`config.mk`:
```
export PLATFORM = sky130hd
export DESIGN_NAME = vga_ssd_render
export DESIGN_NICKNAME = d
export VERILOG_FILES = /design/src/rtl/vga_ssd_render.sv
export SDC_FILE = /design/constraint.sdc
export NUM_CORES = 1
export LEC_CHECK = 0
export BUFFER_PORTS_ARGS = -buffer_cell sky130_fd_sc_hd__buf_2
export CORE_MARGIN = 3
export CORE_UTILIZATION = 49
export CTS_CLUSTER_DIAMETER = 50
export DETAILED_ROUTE_END_ITERATION = 7
export PLACE_DENSITY = 0.78
export SETUP_SLACK_MARGIN = 0.2
export SYNTH_ARGS = -nofsm -noshare
export SYNTH_HDL_FRONTEND = slang
export SYNTH_SLANG_ARGS = --single-unit
export TNS_END_PERCENT = 30
```
`constraint.sdc`:
```
create_clock -name iCLK -period 2.4 [get_ports iCLK]
set_input_delay 0 -clock iCLK [delete_from_list [all_inputs] [get_ports iCLK]]
set_output_delay 0 -clock iCLK [all_outputs]
set_load 0.05 [all_outputs]
```
`src/rtl/vga_ssd_render.sv`:
```
// Four-digit BCD seven-segment overlay for a VGA pixel stream. The count advances
// once every FRAMES_PER_TICK frames; rendering runs as a two-stage pixel pipeline.
module vga_ssd_render #(
    parameter int          ORG_X           = 64,
    parameter int          ORG_Y           = 160,
    parameter int          SEG_T           = 8,
    parameter int          SEG_L           = 48,
    parameter int          DIG_PITCH       = 96,
    parameter int          FRAMES_PER_TICK = 60,
    parameter logic [9:0]  FG_R            = 10'h3FF,
    parameter logic [9:0]  FG_G            = 10'h000,
    parameter logic [9:0]  FG_B            = 10'h000,
    parameter logic [9:0]  BG_R            = 10'h000,
    parameter logic [9:0]  BG_G            = 10'h000,
    parameter logic [9:0]  BG_B            = 10'h0FF
) (
    input  logic        iCLK,
    input  logic        iRST,
    input  logic [11:0] iX,
    input  logic [11:0] iY,
    input  logic        iVS,
    input  logic        iRUN,
    input  logic        iLOAD,
    input  logic [15:0] iLOAD_VAL,
    output logic [9:0]  oRed,
    output logic [9:0]  oGreen,
    output logic [9:0]  oBlue,
    output logic [15:0] oCOUNT
);
    localparam logic [11:0] OX     = 12'(ORG_X);
    localparam logic [11:0] OY     = 12'(ORG_Y);
    localparam logic [11:0] T      = 12'(SEG_T);
    localparam logic [11:0] L      = 12'(SEG_L);
    localparam logic [11:0] CELL_W = 12'(SEG_L + 2*SEG_T);
    localparam logic [11:0] CELL_H = 12'(2*SEG_L + 3*SEG_T);
    localparam int          FC_W   = (FRAMES_PER_TICK > 1) ? $clog2(FRAMES_PER_TICK) : 1;
    localparam logic [FC_W-1:0] FC_MAX = FC_W'(FRAMES_PER_TICK - 1);

    function automatic logic [15:0] bcdInc(input logic [15:0] v);
        logic [15:0] r;
        logic        carry;
        r     = v;
        carry = 1'b1;
        for (int i = 0; i < 4; i++) begin
            if (carry) begin
                if (v[i*4 +: 4] >= 4'd9) r[i*4 +: 4] = 4'd0;
                else begin
                    r[i*4 +: 4] = v[i*4 +: 4] + 4'd1;
                    carry       = 1'b0;
                end
            end
        end
        return r;
    endfunction

    function automatic logic [15:0] bcdClean(input logic [15:0] v);
        logic [15:0] r;
        for (int i = 0; i < 4; i++)
            r[i*4 +: 4] = (v[i*4 +: 4] > 4'd9) ? 4'd0 : v[i*4 +: 4];
        return r;
    endfunction

    // Segment order {a,b,c,d,e,f,g}
    function automatic logic [6:0] segDecode(input logic [3:0] n);
        case (n)
            4'd0: segDecode = 7'b1111110;
            4'd1: segDecode = 7'b0110000;
            4'd2: segDecode = 7'b1101101;
            4'd3: segDecode = 7'b1111001;
            4'd4: segDecode = 7'b0110011;
            4'd5: segDecode = 7'b1011011;
            4'd6: segDecode = 7'b1011111;
            4'd7: segDecode = 7'b1110000;
            4'd8: segDecode = 7'b1111111;
            4'd9: segDecode = 7'b1111011;
            default: segDecode = 7'b0000000;
        endcase
    endfunction

    function automatic logic inR(input logic [11:0] v, input logic [11:0] lo, input logic [11:0] hi);
        return (v >= lo) && (v < hi);
    endfunction

    // Frame detect; flops reset high so releasing reset with VS idle is not a frame
    logic vsMeta, vsSync, vsPrev, frameEvt;
    always_ff @(posedge iCLK) begin
        if (iRST) begin
            vsMeta <= 1'b1;
            vsSync <= 1'b1;
            vsPrev <= 1'b1;
        end else begin
            vsMeta <= iVS;
            vsSync <= vsMeta;
            vsPrev <= vsSync;
        end
    end
    assign frameEvt = vsPrev & ~vsSync;

    logic [FC_W-1:0] frameCnt;
    logic [15:0]     count, dispCnt;
    always_ff @(posedge iCLK) begin
        if (iRST) begin
            frameCnt <= '0;
            count    <= '0;
            dispCnt  <= '0;
        end else begin
            if (frameEvt) dispCnt <= count;
            if (iLOAD) begin
                count    <= bcdClean(iLOAD_VAL);
                frameCnt <= '0;
            end else if (frameEvt && iRUN) begin
                if (frameCnt == FC_MAX) begin
                    frameCnt <= '0;
                    count    <= bcdInc(count);
                end else begin
                    frameCnt <= frameCnt + 1'b1;
                end
            end
        end
    end
    assign oCOUNT = count;

    // Stage 1: locate the digit cell; underflowed coordinates never match
    logic [11:0] rx, ly, lxD, lxSel;
    logic        inX, inY;
    logic [1:0]  digSel;
    always_comb begin
        rx     = iX - OX;
        ly     = iY - OY;
        inY    = (iY >= OY) && (ly < CELL_H);
        inX    = 1'b0;
        digSel = 2'd0;
        lxSel  = '0;
        lxD    = '0;
        for (int d = 0; d < 4; d++) begin
            lxD = rx - 12'(d*DIG_PITCH);
            if ((iX >= OX) && (rx >= 12'(d*DIG_PITCH)) && (lxD < CELL_W)) begin
                inX    = 1'b1;
                digSel = 2'(d);
                lxSel  = lxD;
            end
        end
    end

    logic        s1In;
    logic [1:0]  s1Dig;
    logic [11:0] s1Lx, s1Ly;
    always_ff @(posedge iCLK) begin
        if (iRST) begin
            s1In  <= 1'b0;
            s1Dig <= '0;
            s1Lx  <= '0;
            s1Ly  <= '0;
        end else begin
            s1In  <= inX && inY;
            s1Dig <= digSel;
            s1Lx  <= lxSel;
            s1Ly  <= ly;
        end
    end

    // Stage 2: segment hit against the frame-stable displayed count
    logic [3:0] nib;
    logic [6:0] segOn, segIn;
    logic       hit;
    always_comb begin
        nib      = dispCnt[(3 - s1Dig)*4 +: 4];
        segOn    = segDecode(nib);
        segIn[6] = inR(s1Lx, T, T+L)       && inR(s1Ly, 12'd0, T);
        segIn[5] = inR(s1Lx, T+L, 2*T+L)   && inR(s1Ly, T, T+L);
        segIn[4] = inR(s1Lx, T+L, 2*T+L)   && inR(s1Ly, 2*T+L, 2*T+2*L);
        segIn[3] = inR(s1Lx, T, T+L)       && inR(s1Ly, 2*T+2*L, 3*T+2*L);
        segIn[2] = inR(s1Lx, 12'd0, T)     && inR(s1Ly, 2*T+L, 2*T+2*L);
        segIn[1] = inR(s1Lx, 12'd0, T)     && inR(s1Ly, T, T+L);
        segIn[0] = inR(s1Lx, T, T+L)       && inR(s1Ly, T+L, 2*T+L);
        hit      = s1In && |(segOn & segIn);
    end

    always_ff @(posedge iCLK) begin
        if (iRST) begin
            oRed   <= '0;
            oGreen <= '0;
            oBlue  <= '0;
        end else begin
            oRed   <= hit ? FG_R : BG_R;
            oGreen <= hit ? FG_G : BG_G;
            oBlue  <= hit ? FG_B : BG_B;
        end
    end
endmodule

```
==> results.json <==
{
  "outcome": "finished clean",
  "clock_latency_ps": 330,
  "dp_cells": 637,
  "worst_slew_pin_slew_ps": 572,
  "yosysWarnings": 0,
  "grt.overflow.total": 0,
  "tns_ps": 0,
  "cts_buffers": 9,
  "startpoint_type": "flip-flop",
  "htree_levels": 3,
  "power.leakage_nw": 2.04,
  "rsz0062_at_grt": "yes",
  "fin_crit_ps": 2210,
  "syn_area_um2": 3950,
  "cp-end-kind": "flip-flop",
  "synth.distinct_cells": 61,
  "fin_nets": 645,
  "synth_edf_count": 0,
  "cpMaxStageDelayCell": "mux4_2",
  "antenna_cells": 0,
  "maxCapViolCount": 0,
  "grt_first_pass_wirelength_mm": 14.9,
  "path_max_fanout": 4,
  "fmax_ghz": 0.452,
  "drt_iter0_drc": 221,
  "fp.coreArea_um2": 7770,
  "start_util_pct": 50.8,
  "ir_drop_v": 0.000399,
  "synth_area_per_cell_um2": 8.10,
  "slew_headroom_pct": 61.9,
  "grt_pass1_vias": 3403,
  "synth_area_leader_cell": "dfxtp_1",
  "multi_input_area_um2": 2350,
  "cts_tree": "yes",
  "seq_area_um2": 1290,
  "r2r_end": "oRed[8]$_SDFF_PP0_",
  "maxSlewViolCount": 0,
  "rows": 32,
  "die-area_um2": 9170,
  "synth_top_cells_by_area": "dfxtp_1 32%, ha_1 8.2%, buf_4 5.3%, nand2_1 5.0%, nor2_1 4.1%",
  "io_buffers": 75,
  "die_w_um": 95.7,
  "cts_max_path_buffers": 2,
  "drt_pre_antenna_iters": 5,
  "path_clk_slew_ps": 70,
  "wl_per_cell_um": 13.7,
  "layout.cells.non_filler": 681,
  "cts_root_buffer": "clkbuf_8",
  "timing_hold_violations_final": 0,
  "place_congestion": 0.828,
  "finalSetupViolations": 0,
  "synth_top_area_share_pct": 32.5,
  "cp.required_ps": 2630,
  "fill_cells": 645,
  "routed_via_density": 5.53,
  "synthToLayoutAreaGrowth_pct": 21.0,
  "drc_errors": 0,
  "power.density_nw_per_um2": 533,
  "vias": 3765,
  "cts_sinks": 64,
  "drt.antenna.violating_nets": 0,
  "grt_use_total_pct": 20.1,
  "antenna_found_initial": 0,
  "ys_top_cells_by_count": "64 x dfxtp_1, 53 x nand2_1, 43 x nor2_1, 32 x a21oi_1, 29 x inv_1",
  "min-delay-start": "iY[6]",
  "ioPinCount": 91,
  "async_reset_ff_share_pct": 0,
  "synthFlopType": "dfxtp_1",
  "finClkSkew_ps": 9.97,
  "cp_slowest_stage_delay_ps": 570,
  "ys_ff_latch": 64,
  "ys_seq_area_share_pct": 32.5,
  "rr_worst_depth": 8,
  "path_class": "flip-flop to flip-flop",
  "path_cells": "mux4_2, inv_4, ha_4, a21oi_2, a2111oi_4, o31ai_1, a41oi_1, and2_1",
  "ff2ff_setup_slack_ps": 190,
  "wirelength_mm": 9.32,
  "synth.most_common_cell": "dfxtp_1",
  "hold_class": "input port to flip-flop",
  "period_share_pct": 92.1,
  "rr_startpoint": "s1Dig[0]$_SDFF_PP0_",
  "dpl.hpwl_mm": 6.39,
  "layout-drive-gt1-share_pct": 21.4,
  "utilization_pct": 61.5,
  "syn_inst": 487,
  "grt_max_degree": 39,
  "die_h_um": 95.7,
  "min_path_cells": 4,
  "arrival_ps": 2440,
  "hold_end": "s1Ly[6]$_SDFF_PP0_"
}
==> registers in the layout, indices dropped and copies added, names as in the netlist <==
signal,count
vsSync,1
s1Dig,2
s1Ly,9
frameCnt,6
vsMeta,1
s1Lx,9
dispCnt,16
s1In,1
oRed,1
oBlue,1
oCOUNT,16
vsPrev,1
==> area by class of cell <==
type,instances,share of cell area (%)
Multi-Input combinational cell,360,49.3
Sequential cell,64,27.0
Timing Repair Buffer,110,14.6
Clock buffer,13,3.33
Tap cell,102,2.67
Inverter,29,2.33
Clock inverter,3,0.838
==> critical path: cells and delay by family, from the launching register on <==
family	cells	cell delay [ps]
buffers and inverters	1	120
flip-flops	1	360
AND/OR/NAND/NOR	1	180
adder cells (fa/ha/maj)	1	220
AO/OA/AOI/OAI	4	650
multiplexers	1	570
==> layout by cell type, fill, tap and decap left out, drive strengths merged, types with 3 or more instances in the layout <==
cell type and n:
inv 29, or3 7, xnor2 7, nor2 43, nor3 9, o31ai 3, conb 16, or2 4
o211ai 4, a21o 5, nor3b 8, dfxtp 64, nor4 8, o21ai 25, nand2b 4, and3 7
clkbuf 13, o311ai 3, a32oi 9, and2 3, a211oi 10, dlygate4sd3 23, nand3b 3, ha 26
nor2b 9, nand3 15, nand2 53, buf 87, a21oi 32, xor2 7, mux4 4
==> report_power, final <==
group          internal (mW)  leakage [nW]  total [mW]  switching, mW
logic                  0.169          1.41       0.482          0.313
clock network          0.534         0.103       0.932          0.397
registers               1.10         0.525        1.13         0.0350
total                   1.80          2.04        2.55          0.745
==> metal layers <==
layer	part of all wire (%)	track usage [%]	up-vias	routed length [um]
li1	-	-	1846	-
met3	4.5	2.74	13	418
met5	0	0	-	0
met4	1.8	8.06	0	168
met1	43	25.6	1775	4020
met2	51	34.3	131	4720
==> cell families (layout without fill, tap and decap cells) <==
group / Yosys count / count (layout) / synth area share (%)
multiplexers: 7 / 7 / 3.27
adder cells (fa/ha/maj): 26 / 26 / 8.24
AND/OR/NAND/NOR: 184 / 184 / 23.2
buffers and inverters: 78 / 155 / 10.3
AO/OA/AOI/OAI: 113 / 113 / 19.4
other: 1 / 16 / 0.0950
flip-flops: 64 / 64 / 32.5
XOR/XNOR: 14 / 14 / 3.11
==> stage by stage <==
step	hold slack, ps	total power [mW]	instance area (um^2)	worst slack [ps]
final	65.9	2.55	4780	190
after global routing	79.2	2.67	4780	74.2
after floorplan	72.4	1.50	4000	202
after CTS	42.1	2.55	4700	172
after detailed placement	188	1.60	4260	64.3
after global placement	188	1.59	4260	146
==> timing repair <==
action                                  CTS  global route
pin swaps                                 2             0
resized for setup                         1             9
hold buffers                             23             0
hold endpoints to repair                 16             0
endpoints found under the setup margin    2             8
buffers inserted                          2             3
==> worst max path at each step <==
stage	start	endpoint	slack, ps
2_1_floorplan	s1Dig[0]$_SDFF_PP0_	oRed[8]$_SDFF_PP0_	200
3_3_place_gp	s1Dig[0]$_SDFF_PP0_	oRed[8]$_SDFF_PP0_	150
3_5_place_dp	s1Dig[0]$_SDFF_PP0_	oRed[8]$_SDFF_PP0_	60
4_1_cts	s1Dig[0]$_SDFF_PP0_	oRed[8]$_SDFF_PP0_	170
5_1_grt	oCOUNT[4]$_SDFFE_PP0P_	oCOUNT[15]$_SDFFE_PP0P_	70
6_report	s1Dig[0]$_SDFF_PP0_	oRed[8]$_SDFF_PP0_	190
(Power assumes the default switching activity.)
